File: config.mk
export PLATFORM = sky130hd
export DESIGN_NAME = bit_count_unit
export DESIGN_NICKNAME = d
export VERILOG_FILES = /design/src/rtl/bit_count_unit.sv
export SDC_FILE = /design/constraint.sdc
export NUM_CORES = 1
export LEC_CHECK = 0
export ABC_AREA = 1
export ABC_CLOCK_PERIOD_IN_PS = 5500
export BUFFER_PORTS_ARGS = -buffer_cell sky130_fd_sc_hd__buf_2
export CAP_MARGIN = 20
export CELL_PAD_IN_SITES_DETAIL_PLACEMENT = 2
export CELL_PAD_IN_SITES_GLOBAL_PLACEMENT = 2
export CORE_ASPECT_RATIO = 1.1
export CORE_MARGIN = 4
export CORE_UTILIZATION = 31
export DETAILED_ROUTE_END_ITERATION = 10
export PLACE_DENSITY_LB_ADDON = 0.15
export SLEW_MARGIN = 0
export SYNTH_ARGS = -nofsm -noshare
export SYNTH_HDL_FRONTEND = slang
export SYNTH_SLANG_ARGS = --single-unit
File: constraint.sdc
create_clock -name clk -period 5.5 [get_ports clk]
set_clock_uncertainty 0.15 [all_clocks]
set_input_delay 0.55 -clock clk [delete_from_list [all_inputs] [get_ports clk]]
set_output_delay 0.55 -clock clk [all_outputs]
set_load 0.01 [all_outputs]
File: src/rtl/bit_count_unit.sv
// rtl/bit_count_unit.sv - multi-cycle popcount / leading-zero / leading-one counter
module bit_count_unit #(
    parameter int WIDTH = 32,
    parameter int BPC   = 4
) (
    input  logic             clk,
    input  logic             reset,
    input  logic             start,
    input  logic [1:0]       mode,
    input  logic [WIDTH-1:0] A,
    input  logic             abort,
    output logic             busy,
    output logic             done,
    output logic [31:0]      cnt
);
    localparam int NCH = WIDTH / BPC;
    localparam int AW  = $clog2(WIDTH + 1);
    localparam int CW  = (NCH > 1) ? $clog2(NCH) : 1;

    generate
        if (WIDTH < 1 || BPC < 1 || (WIDTH % BPC) != 0) begin : g_bad_param
            $error("bit_count_unit: BPC must be >= 1 and divide WIDTH exactly");
        end
    endgenerate

    typedef enum logic [1:0] {S_IDLE, S_RUN, S_DONE} state_t;

    state_t           state_q, state_d;
    logic [WIDTH-1:0] sr_q, sr_d;
    logic [1:0]       mode_q, mode_d;
    logic [AW-1:0]    acc_q, acc_d;
    logic [CW-1:0]    chunk_q, chunk_d;
    logic             lead_q, lead_d;
    logic [31:0]      cnt_q, cnt_d;

    logic [BPC-1:0]   chunk;
    logic [AW-1:0]    ones, zeros, lead_len, add;
    logic             hit;

    assign chunk = sr_q[WIDTH-1 -: BPC];

    // Per-chunk counts; hit marks the first bit (from chunk MSB) that breaks the leading run.
    always_comb begin
        ones     = '0;
        lead_len = '0;
        hit      = 1'b0;
        for (int i = BPC - 1; i >= 0; i--) begin
            ones = ones + AW'(chunk[i]);
            if (!hit) begin
                if (chunk[i] == mode_q[0]) lead_len = lead_len + AW'(1);
                else                       hit      = 1'b1;
            end
        end
        zeros = AW'(BPC) - ones;
        case (mode_q)
            2'b00:   add = ones;
            2'b01:   add = zeros;
            default: add = lead_q ? lead_len : '0;
        endcase
    end

    always_comb begin
        state_d = state_q;
        sr_d    = sr_q;
        mode_d  = mode_q;
        acc_d   = acc_q;
        chunk_d = chunk_q;
        lead_d  = lead_q;
        cnt_d   = cnt_q;
        case (state_q)
            S_IDLE, S_DONE: begin
                if (state_q == S_DONE) state_d = S_IDLE;
                if (start && !abort) begin
                    state_d = S_RUN;
                    sr_d    = A;
                    mode_d  = mode;
                    acc_d   = '0;
                    lead_d  = 1'b1;
                    chunk_d = '0;
                end
            end
            S_RUN: begin
                if (abort) begin
                    state_d = S_IDLE;
                end else begin
                    sr_d    = sr_q << BPC;
                    acc_d   = acc_q + add;
                    lead_d  = lead_q & ~hit;
                    chunk_d = chunk_q + CW'(1);
                    if (chunk_q == CW'(NCH - 1)) begin
                        cnt_d   = 32'(acc_q + add);
                        state_d = S_DONE;
                    end
                end
            end
            default: state_d = S_IDLE;
        endcase
    end

    always_ff @(posedge clk) begin
        if (reset) begin
            state_q <= S_IDLE;
            sr_q    <= '0;
            mode_q  <= '0;
            acc_q   <= '0;
            chunk_q <= '0;
            lead_q  <= 1'b0;
            cnt_q   <= '0;
        end else begin
            state_q <= state_d;
            sr_q    <= sr_d;
            mode_q  <= mode_d;
            acc_q   <= acc_d;
            chunk_q <= chunk_d;
            lead_q  <= lead_d;
            cnt_q   <= cnt_d;
        end
    end

    assign busy = (state_q == S_RUN);
    assign done = (state_q == S_DONE);
    assign cnt  = cnt_q;
endmodule
Word-level counts from Yosys, hierarchy flattened
Cells that the tools add are included.
- $add $sub $neg: 10
- eq/ne operators: 12
- muxes and demuxes: 33
- bitwise logic cells: 3
- reductions and logical operators: 10
- operators by type and width (kind ; count):
    $mux W32 ; 2
    $pmux W32 S2 ; 1
    $mux W6 ; 7
    $pmux W6 S2 ; 2
    $add A6 B1 Y6 const B ; 2
    $mux W2 ; 6
    $mux W1 ; 10
    $add A6 B6 Y7 ; 1
    $add A6 B6 Y6 ; 1
    $mux W3 ; 2
    $pmux W3 S2 ; 1
    $reduce_and A3 Y1 ; 2
    $sub A3 B4 Y5 const A ; 1
    $add A3 B1 Y4 ; 1
    $eq A1 B1 Y1 ; 4
    $eq A2 B1 Y1 const B ; 2
    $logic_not A2 Y1 ; 2
    $ne A2 B2 Y1 const B ; 2
    $pmux W2 S2 ; 1
    $reduce_and A2 Y1 ; 2
    $add A2 B1 Y3 ; 1
    $add A3 B1 Y3 const B ; 1
    $eq A3 B3 Y1 const B ; 1
    $ne A3 B2 Y1 const B ; 1
    other kinds (11) ; 12
- register bits: 78
- input port bits: 38
- output and inout port bits: 34
- logic and storage cells: 75

Longest topological paths before layout
Gate-level depths: netlist (run 1).
- depth after elaboration: 16
- mapped depth: 20
- mapped depth without buffers: 20

Worst setup path before layout (run 1)
No wires, ideal clock.
- path type: reg2reg
- from: register sr_q[28]
- to: register cnt_q[3], in the netlist cnt[3]
- setup time: 0.115 ns
- data arrival time: 2.774 ns
- data required time: 5.235 ns
- setup slack: 2.461 ns
- cell stages (with the launch flop): 17
- path buffers: 0
- period minus slack after synthesis: 3.039 ns
- cell sequence: dfxtp_1 > fa_1 > ha_1 > ha_1 > inv_1 > ha_1 > inv_1 > ha_1 > nand3_1 > o21ai_0 > a21oi_1 > ha_1 > nand2_1 > nand3_1 > xor2_1 > o21ai_0 > inv_1
- word-level cells in the longest chain between the ends: 6
- RTL lines (what ; line ; source):
    start: declaration ; 29 ; logic [WIDTH-1:0] sr_q, sr_d;
    start signal: assignment ; 111 ; sr_q <= sr_d;
    parallel branches: the longest is 4 deep, another holds $sub A3 B4 Y5 ; n/a ;
    $pmux W6 S2 * ; 55 ; case (mode_q)
    $add A6 B6 Y7 * ; 91 ; cnt_d = 32'(acc_q + add);
    end signal: assignment ; 116 ; cnt_q <= cnt_d;
    end: declaration ; 34 ; logic [31:0] cnt_q, cnt_d;
Mark *: on every way between the ends.
A chain may end at the register's enable or synchronous reset.

Worst setup path after layout (run 1)
- from: register sr_q[31]
- to: register acc_q[5]
- word-level cells in the longest chain between the ends: 16
- RTL lines (what ; line ; source):
    $eq A1 B1 Y1 ; 50 ; if (chunk[i] == mode_q[0]) lead_len = lead_len + AW'(1);
    $mux W1 ; 50 ;
    $add A1 B1 Y2 ; 50 ;
    $mux W2 ; 50 ;
    $mux W2 ; 49 ; if (!hit) begin
    $add A6 B1 Y6 ; 50 ;
    $mux W6 ; 50 ;
    $mux W6 ; 49 ;
    $add A6 B1 Y6 ; 50 ;
    $mux W6 ; 50 ;
    $mux W6 ; 49 ;
    $mux W6 ; 58 ; default: add = lead_q ? lead_len : '0;
    $pmux W6 S2 * ; 55 ;
    $add A6 B6 Y6 * ; 87 ; acc_d = acc_q + add;
    $mux W6 * ; 83 ; if (abort) begin
    $pmux W6 S2 * ; 70 ; case (state_q)
    end signal: assignment ; 105 ; acc_q <= '0;
    end signal: assignment ; 113 ; acc_q <= acc_d;
    end: declaration ; 31 ; logic [AW-1:0] acc_q, acc_d;
Mark *: on every way between the ends. The rest lies on a longest branch, timed or not. The select of a mux whose other input is x is not followed.

==> run_results.csv, run 1 <==
group,metric,value,unit
run_status,status,"complete, no violations",
routing,drt-wirelength-per-cell,14.1,um
cells_and_area,drive_gt1_frac,0.156,
timing,rsz0062_at_grt,"no",
cells_and_area,final_cells,525,
min_path,min_from,"sr_q[3]",
clock_network,cts_setup_buffers,0,
timing,slew_headroom,0.329,
yosys,ys_types,29,
yosys,synth-seq-cells,53,
clock_network,cts_resized,0,
routing,postRouteWirelength,7420,um
critical_path,slowest_delay,0.44,ns
routing,ant_nets,0,
pwr,peakVddDrop,156,uV
routing,via_per_inst,4.76,
yosys,synth_top_area_share,0.378,
die,core.rowCount,36,
yosys,yosys_warnings,0,
min_path,whs_path_depth,2,
critical_path,cp.required,5.60,ns
cells_and_area,num-nets-final,464,
cells_and_area,fillers,1074,
timing,fmax,293,MHz
pwr,p_per_area,274,nW/um^2
clock_network,clock_sinks,53,
critical_path,slowest_stage,"fa_1",
routing,vias,2497,
clock_network,cts_hold_buf,0,
critical_path,crit_path_max_fanout,5,
critical_path,path_cells,"fa_1 -> ha_1 -> ha_1 -> inv_1 -> ha_1 -> inv_1 -> ha_1 -> nand3_1 -> o21ai_0 -> a21oi_1 -> ha_1 -> nand2_1 -> nand2_1 -> nand2_1 -> nand3_1 -> nand2_1 -> nand3_1 -> a21oi_1",
run,drv_cap,0,
routing,drt-pass1-iter-count,4,
cells_and_area,area_growth,9.80,%
yosys,synth_ff_type,"dfxtp_1",
routing,dr.first_iter.drc_count,37,
die,core-area,8870,sq um
die,die-area,10600,sq um
yosys,syn_inst,378,
die,dieWidth,98.8,um
clock_network,clockBufferDepth,2,
clock_network,cts_buffers,5,
timing,setup-tns-final,0,ns
timing,hold_viol_final,0,
pwr,p_int,595,uW
timing,worstMarginPinSlew,1.00,ns
critical_path,cp-start-kind,"flip-flop",
pwr,clkPwrFrac,0.340,
clock_network,clkTransAtPathRegs,0.12,ns
timing,worst_slack,2.09,ns
global_route,grt_pass1_wl,12500,um
min_path,min_path_type,"reg -> reg",
critical_path,end_kind,"flip-flop",
die,initial_core_util,0.317,
yosys,avgSynthCellArea,7.43,sq um
yosys,syn-cell-area,2810,sq um
yosys,yosys-top-cells-area,"dfxtp_1 (38%), nand2_1 (12%), buf_4 (8.0%)",
timing,slew_violations,0,
critical_path,crit_start,"sr_q[31]",
cells_and_area,diodes,0,
die,fp.dieH,108,um
critical_path,path_common_cell,"ha_1",
place,place_congestion,0.787,
global_route,grt_start_max_net_pins,63,
timing,setup_viol,0,
critical_path,crit_arrival,3.51,ns
clock_network,clkLatencyLatePin,0.32,ns
pwr,seqPwrFrac,0.499,
place,dp_slack,2.11,ns
place,port_buffers,46,
yosys,synth_top_cell_by_area,"dfxtp_1",
yosys,synth_edf_count,0,
place,dp_cells,517,
pwr,switching_share,0.297,
pwr,pwr-share-comb,0.161,
critical_path,rr_worst_depth,18,
die,ioPinCount,72,
place,dp_hpwl,5400,um
yosys,synth-async-reset-ratio,0,
yosys,ys_seq_area_frac,0.378,
global_route,antenna_found_initial,0,
timing,period_share,0.621,
yosys,synth_commonest_cells,"nand2_1 (93), dfxtp_1 (53), o21ai_0 (36), buf_4 (30), a31oi_1 (28)",
pwr,switching_power,251,uW
global_route,grt_usage,0.143,
timing,fin_crit,3.41,ns
clock_network,h-tree-depth,2,
yosys,synth_most_common_cell,"nand2_1",
pwr,cellLeakagePower,0.00143,uW
clock_network,cts-root-buf,"clkbuf_8",
global_route,grt_pass1_vias,2659,
global_route,grt-ovfl-total,0,
critical_path,path_class,"reg -> reg",
clock_network,cts_tree,"built",
critical_path,reg2reg_from,"sr_q[31]",
routing,drc,0,
==> cell families after synthesis <==
logic type	after synthesis	synth area share
flip-flops	53	0.378
AND/OR/NAND/NOR	137	0.200
buffers and inverters	70	0.143
XOR/XNOR	4	0.0125
adder cells (fa/ha/maj)	16	0.0766
other	1	0.00134
AO/OA/AOI/OAI	97	0.190
==> power groups by stage <==
stage / registers (uW) / logic [uW] / clock network (uW)
floorplan: 425 / 117 / 0
global placement: 430 / 134 / 0
detailed placement: 431 / 139 / 0
CTS: 422 / 140 / 301
global route: 426 / 161 / 316
finish: 422 / 136 / 288
==> layout by cell type, fill, tap and decap left out, drive strengths merged, types with 3 or more instances in the layout <==
cell / count
a31oi: 28
nand2: 96
a21oi: 23
xor2: 3
o21ai: 42
dfxtp: 53
buf: 46
nor2: 26
conb: 25
inv: 26
clkbuf: 5
nand3: 12
ha: 14
==> metrics by stage <==
stage	util	total power [uW]	instance area, sq um	hold WS (ns)
5_1_grt	0.348	903	3080	0.339
3_5_place_dp	0.334	570	2970	0.313
3_3_place_gp	0.334	564	2970	0.302
6_report	0.348	846	3080	0.324
2_1_floorplan	-	543	2900	0.279
4_1_cts	0.348	863	3080	0.328
==> area by class of cell <==
class | instances | area [sq um] | area share
repair buffers | 46 | 230 | 0.0746
inverters | 25 | 93.8 | 0.0304
flip-flops and latches | 53 | 1060 | 0.344
multi-input cells | 279 | 1440 | 0.466
well taps | 114 | 143 | 0.0462
clock buffers | 5 | 68.8 | 0.0223
clock inverters | 3 | 50.0 | 0.0162
==> worst paths after layout <==
check                  end  slack [ns]
setup reg to reg  acc_q[5]        2.09
setup / recovery  acc_q[5]        2.09
hold / removal     sr_q[3]        0.32
hold reg to reg    sr_q[3]        0.32
==> flip-flops by register name, indices dropped and copies added, names as in the netlist <==
name     flops
lead_q       1
acc_q        6
cnt          7
sr_q        32
mode_q       2
chunk_q      3
state_q      2
==> layer usage <==
| metal | global-route usage | vias up | share of wire |
|---|---|---|---|
| met4 | 0.0263 | 0 | 0.0074 |
| met1 | 0.181 | 1185 | 0.47 |
| li1 | - | 1265 | - |
| met3 | 0.0272 | 7 | 0.032 |
| met2 | 0.255 | 40 | 0.49 |
| met5 | 0 | - | 0 |
==> worst max-delay path: cells and delay by family (launching register included) <==
family | cells | cell delay [ns]
AO/OA/AOI/OAI | 3 | 0.38
adder cells (fa/ha/maj) | 6 | 1.66
buffers and inverters | 2 | 0.11
flip-flops | 1 | 0.42
AND/OR/NAND/NOR | 7 | 0.61
No activity file was read; power rests on OpenSTA's default activity.
==> run 2, diff against run 1 <==
--- a/config.mk
+++ b/config.mk
@@ -6,14 +6,14 @@
 export NUM_CORES = 1
 export LEC_CHECK = 0
 export ABC_AREA = 1
-export ABC_CLOCK_PERIOD_IN_PS = 5500
+export ABC_CLOCK_PERIOD_IN_PS = 3500
 export BUFFER_PORTS_ARGS = -buffer_cell sky130_fd_sc_hd__buf_2
 export CAP_MARGIN = 20
 export CELL_PAD_IN_SITES_DETAIL_PLACEMENT = 2
 export CELL_PAD_IN_SITES_GLOBAL_PLACEMENT = 2
 export CORE_ASPECT_RATIO = 1.1
 export CORE_MARGIN = 4
-export CORE_UTILIZATION = 31
+export CORE_UTILIZATION = 29
 export DETAILED_ROUTE_END_ITERATION = 10
 export PLACE_DENSITY_LB_ADDON = 0.15
 export SLEW_MARGIN = 0
==> constraint.sdc (replaced) <==
create_clock -name clk -period 3.5 [get_ports clk]
set_clock_uncertainty 0.15 [all_clocks]
set_input_delay 0.35 -clock clk [delete_from_list [all_inputs] [get_ports clk]]
set_output_delay 0.35 -clock clk [all_outputs]
set_load 0.01 [all_outputs]
==> run 2 against run 1 <==
Sequential cell count unchanged. Fmax up 4.4%. Critical endpoint is now cnt[3]. Critical path depth down 2. Register-to-register slack worse by 1.9 ns. Worst hold slack worse by 0.18 ns. Sequential share of layout area down 0.14 points. Routed wire length up 4.2%.
==> run_results.csv, run 2 (synthesized netlist as in run 1, its figures left out) <==
group,metric,value,unit
run_status,status,"complete, no violations",
routing,drt-wirelength-per-cell,14.6,um
global_route,grt-busiest-layer,"met2",
clock_network,clkTransAtPathRegs,0.11,ns
critical_path,cp.required,3.56,ns
clock_network,cts-root-buf,"clkbuf_8",
pwr,peakVddDrop,139,uV
die,ioPinCount,72,
global_route,grt_pass1_wl,12600,um
clock_network,clkLatencyLatePin,0.31,ns
cells_and_area,num-nets-final,467,
pwr,p_int,883,uW
run,drv_cap,0,
cells_and_area,diodes,0,
critical_path,slowest_stage,"fa_1",
pwr,seqPwrFrac,0.523,
global_route,use_met2,0.233,
critical_path,end_kind,"flip-flop",
clock_network,h-tree-depth,2,
routing,drc,0,
place,dp_hpwl,5570,um
die,core.rowCount,37,
global_route,grt_usage,0.137,
timing,rsz0062_at_grt,"no",
pwr,p_per_area,407,nW/um^2
timing,fin_crit,3.27,ns
critical_path,slowest_delay,0.55,ns
global_route,grt_pass1_vias,2682,
cells_and_area,largest_register_ffs,32,
cells_and_area,mostFrequentLayoutCells,"nand2_1 (93), dfxtp_1 (50), buf_2 (46), o21ai_0 (35), a31oi_1 (28)",
timing,worstMarginPinSlew,0.964,ns
timing,setup_viol,0,
pwr,cellLeakagePower,0.00143,uW
global_route,grtUsageMet1,0.178,
critical_path,cp-start-kind,"flip-flop",
place,port_buffers,46,
cells_and_area,final_common_cell,"nand2_1",
critical_path,critPathBufInv,3,
clock_network,cts_buffers,5,
pwr,switching_share,0.304,
timing,worst_slack,0.232,ns
pwr,pwr-share-comb,0.176,
place,dp_slack,0.130,ns
critical_path,cp_top_family,"adder cells",
critical_path,crit_path_max_fanout,5,
global_route,antenna_found_initial,0,
timing,hold_viol_final,0,
place,place_congestion,0.761,
clock_network,clock_sinks,53,
pwr,switching_power,386,uW
critical_path,path_class,"reg -> reg",
routing,vias,2516,
routing,postRouteWirelength,7730,um
cells_and_area,drive_gt1_frac,0.176,
clock_network,cts_tree,"built",
place,dpl-instance-area,2980,sq um
timing,fmax,306,MHz
critical_path,path_cells,"fa_1 -> ha_2 -> ha_4 -> inv_1 -> ha_1 -> inv_1 -> ha_1 -> nand3_1 -> o21ai_1 -> a21oi_2 -> ha_1 -> nand2_1 -> nand3_1 -> xor2_1 -> o21ai_0 -> inv_1",
min_path,min_path_type,"in -> reg",
cells_and_area,regMostFlops,"sr_q",
timing,period_share,0.934,
die,die-area,11300,sq um
timing,slew_violations,0,
die,initial_core_util,0.299,
cells_and_area,fin_area,3120,sq um
routing,drt-pass1-iter-count,4,
global_route,grt_start_max_net_pins,63,
global_route,grt_util_met3,0.0264,
die,core-area,9400,sq um
cells_and_area,area_growth,10.9,%
routing,via_per_inst,4.74,
timing,setup-tns-final,0,ns
pwr,clkPwrFrac,0.301,
critical_path,crit_arrival,3.33,ns
clock_network,clockBufferDepth,2,
routing,ant_nets,0,
global_route,grt-ovfl-total,0,
timing,slew_headroom,0.356,
routing,dr.first_iter.drc_count,45,
die,fp.dieH,111,um
die,dieWidth,102,um
==> run 2: through the flow <==
stage / std cells / utilization / power, uW / hold WS, ns
after floorplan: 402 / - / 853 / 0.279
after global placement: 522 / 0.318 / 889 / 0.302
after detailed placement: 522 / 0.318 / 898 / 0.316
after CTS: 530 / 0.328 / 1290 / 0.131
after global routing: 531 / 0.332 / 1350 / 0.133
final: 531 / 0.332 / 1270 / 0.139
==> run 2: final timing paths <==
kind	slack (ns)	end	from	depth (start not counted)
setup / recovery	0.23	cnt[3]	sr_q[28]	16
hold / removal	0.14	sr_q[7]	A[7]	3
setup reg to reg	0.23	cnt[3]	sr_q[28]	16
hold reg to reg	0.33	sr_q[2]	sr_q[2]	2
==> run 2: area by class of cell <==
type / count / area [sq um]
Clock buffer: 6 / 82.6
Clock inverter: 2 / 16.3
Fill cell: 1145 / 6280
Inverter: 25 / 93.8
Multi-Input combinational cell: 279 / 1460
Sequential cell: 53 / 1070
Tap cell: 117 / 146
Timing Repair Buffer: 49 / 253
==> run 2: power groups by stage <==
stage | clock network [uW] | registers [uW] | logic, uW
2_1_floorplan | 0 | 668 | 184
3_3_place_gp | 0 | 675 | 214
3_5_place_dp | 0 | 677 | 221
4_1_cts | 401 | 663 | 223
5_1_grt | 424 | 669 | 258
6_report | 382 | 664 | 224
==> run 2: what timing repair did <==
item	in CTS	in global routing
setup buffers	0	1
hold endpoints to repair	0	0
gates resized for setup	0	8
endpoints found under the setup margin	0	7
hold buffers	0	0
==> run 2: routing by layer <==
layer,part of all wire,up-vias
li1,-,1269
met1,0.46,1209
met2,0.51,33
met3,0.028,5
met4,0.0071,0
met5,0,-
==> run 2: tightest hold or removal path, delay by kind of cell <==
kind                   cells  cell delay, ns
AO/OA/AOI/OAI              1            0.07
AND/OR/NAND/NOR            1            0.05
buffers and inverters      1            0.09
==> run 3, diff against run 2 <==
--- a/config.mk
+++ b/config.mk
@@ -7,7 +7,7 @@
 export LEC_CHECK = 0
 export ABC_AREA = 1
 export ABC_CLOCK_PERIOD_IN_PS = 3500
-export BUFFER_PORTS_ARGS = -buffer_cell sky130_fd_sc_hd__buf_2
+export BUFFER_PORTS_ARGS = -buffer_cell sky130_fd_sc_hd__clkbuf_2
 export CAP_MARGIN = 20
 export CELL_PAD_IN_SITES_DETAIL_PLACEMENT = 2
 export CELL_PAD_IN_SITES_GLOBAL_PLACEMENT = 2
==> run 3 against run 2 <==
Worst hold slack lost 0.010 ns. First-iteration DRC count down 16%. Sequential cell count did not move. Register-to-register slack improved by 0.02 ns. Clock power down 7.1%. Cell count decreased by 0.19%. Die area is the same. Sequential power is essentially flat. Highest routed layer unchanged. Cell area down 0.36%. Critical endpoint unchanged. Fmax grew 0.60%.
==> run_results.csv, run 3 (synthesized netlist as in run 1, its figures left out) <==
group,metric,value,unit
critical_path,path_class,"reg -> reg",
die,die-area,11300,sq um
timing,worstMarginPinSlew,0.975,ns
pwr,cellLeakagePower,0.00142,uW
routing,wl_met3,203,um
critical_path,crit_path_max_fanout,5,
timing,slew_headroom,0.349,
routing,met2_length,3890,um
die,core-area,9400,sq um
clock_network,clkTransAtPathRegs,0.10,ns
clock_network,cts_tree,"built",
timing,setup_viol,0,
critical_path,crit_arrival,3.30,ns
place,dp_slack,0.128,ns
run,drv_cap,0,
clock_network,clockBufferDepth,2,
place,dp_hpwl,5580,um
cells_and_area,mostFrequentLayoutCells,"nand2_1 (92), dfxtp_1 (50), clkbuf_2 (46), o21ai_0 (35), a31oi_1 (28)",
routing,wl_met1,3440,um
timing,worst_slack,0.252,ns
pwr,peakVddDrop,170,uV
global_route,grt_usage,0.139,
timing,hold_viol_final,0,
routing,dr.first_iter.drc_count,38,
routing,top_layer_used,"met4",
place,port_buffers,46,
critical_path,cp.required,3.55,ns
min_path,min_path_type,"in -> reg",
routing,drt-pass1-iter-count,4,
run_status,status,"complete, no violations",
global_route,grt_pass1_vias,2719,
cells_and_area,area_growth,10.5,%
cells_and_area,fin_area,3100,sq um
pwr,switching_share,0.308,
pwr,clkPwrFrac,0.286,
cells_and_area,largest_register_ffs,32,
die,dieWidth,102,um
routing,ant_nets,0,
global_route,grt_pass1_wl,12800,um
critical_path,end_kind,"flip-flop",
cells_and_area,regMostFlops,"sr_q",
global_route,grt-ovfl-total,0,
pwr,pwr-share-comb,0.179,
die,initial_core_util,0.299,
routing,drc,0,
clock_network,cts-root-buf,"clkbuf_8",
cells_and_area,drive_gt1_frac,0.177,
routing,via_per_inst,4.76,
pwr,seqPwrFrac,0.535,
pwr,switching_power,382,uW
clock_network,h-tree-depth,2,
global_route,grt_start_max_net_pins,63,
die,ioPinCount,72,
clock_network,cts_buffers,5,
cells_and_area,diodes,0,
cells_and_area,final_common_cell,"nand2_1",
pwr,p_int,858,uW
timing,setup-tns-final,0,ns
timing,period_share,0.928,
clock_network,clock_sinks,53,
routing,vias,2525,
clock_network,cts_hold_buf,0,
place,place_congestion,0.752,
timing,fin_crit,3.25,ns
pwr,p_per_area,399,nW/um^2
die,core.rowCount,37,
routing,postRouteWirelength,7590,um
global_route,antenna_found_initial,0,
cells_and_area,num-nets-final,467,
clock_network,clkLatencyLatePin,0.30,ns
die,fp.dieH,111,um
timing,slew_violations,0,
timing,rsz0062_at_grt,"no",
timing,fmax,308,MHz
critical_path,cp-start-kind,"flip-flop",
place,dpl-instance-area,2980,sq um
routing,drt-wirelength-per-cell,14.3,um
run 3: worst max-delay path: stages (launching register included):
cell     delay [ns]
dfxtp_4        0.37
fa_1           0.54
ha_2           0.20
ha_4           0.20
inv_1          0.05
ha_1           0.13
inv_1          0.04
ha_1           0.26
nand3_1        0.07
o21ai_1        0.11
a21oi_2        0.05
ha_1           0.38
nand2_2        0.11
nand3_1        0.11
xor2_1         0.17
o21ai_0        0.15
inv_1          0.05
run 3: layout make-up:
| type | instances | area [sq um] |
|---|---|---|
| clock inverter | 2 | 16.3 |
| multi-input combinational | 279 | 1460 |
| sequential | 53 | 1070 |
| clock buffer | 5 | 68.8 |
| timing repair buffer | 49 | 253 |
| inverter | 25 | 93.8 |
| fill | 1132 | 6290 |
| tap | 117 | 146 |
run 3: worst paths after layout:
path | startpoint | cells past startpoint | end | slack, ns
setup / recovery | sr_q[28] | 16 | cnt[3] | 0.25
hold / removal | A[13] | 3 | sr_q[13] | 0.13
setup reg to reg | sr_q[28] | 16 | cnt[3] | 0.25
hold reg to reg | sr_q[2] | 2 | sr_q[2] | 0.33
run 3: power by group through the flow:
stage	Clock, uW	Sequential [uW]	Combinational, uW
floorplan	0	668	184
global placement	0	675	214
detailed placement	0	677	221
CTS	377	663	222
global route	397	669	257
finish	355	663	222
run 3: layer usage:
layer,vias to the layer above,track usage
met5,-,0
met4,0,0.0289
met3,2,0.0258
met2,34,0.248
met1,1213,0.171
li1,1276,-
run 3: timing repair:
action | 4_1_cts | 5_1_grt
resized for setup | 0 | 9
setup buffers | 0 | 1
endpoints found under the setup margin | 0 | 7
run 3: stage by stage:
stage               power (uW)  hold WS [ns]  instances  utilization
global route              1320         0.120        530        0.330
global placement           889         0.302        522        0.318
CTS                       1260         0.116        529        0.327
finish                    1240         0.129        530        0.330
detailed placement         897         0.318        522        0.318
floorplan                  853         0.279        402            -
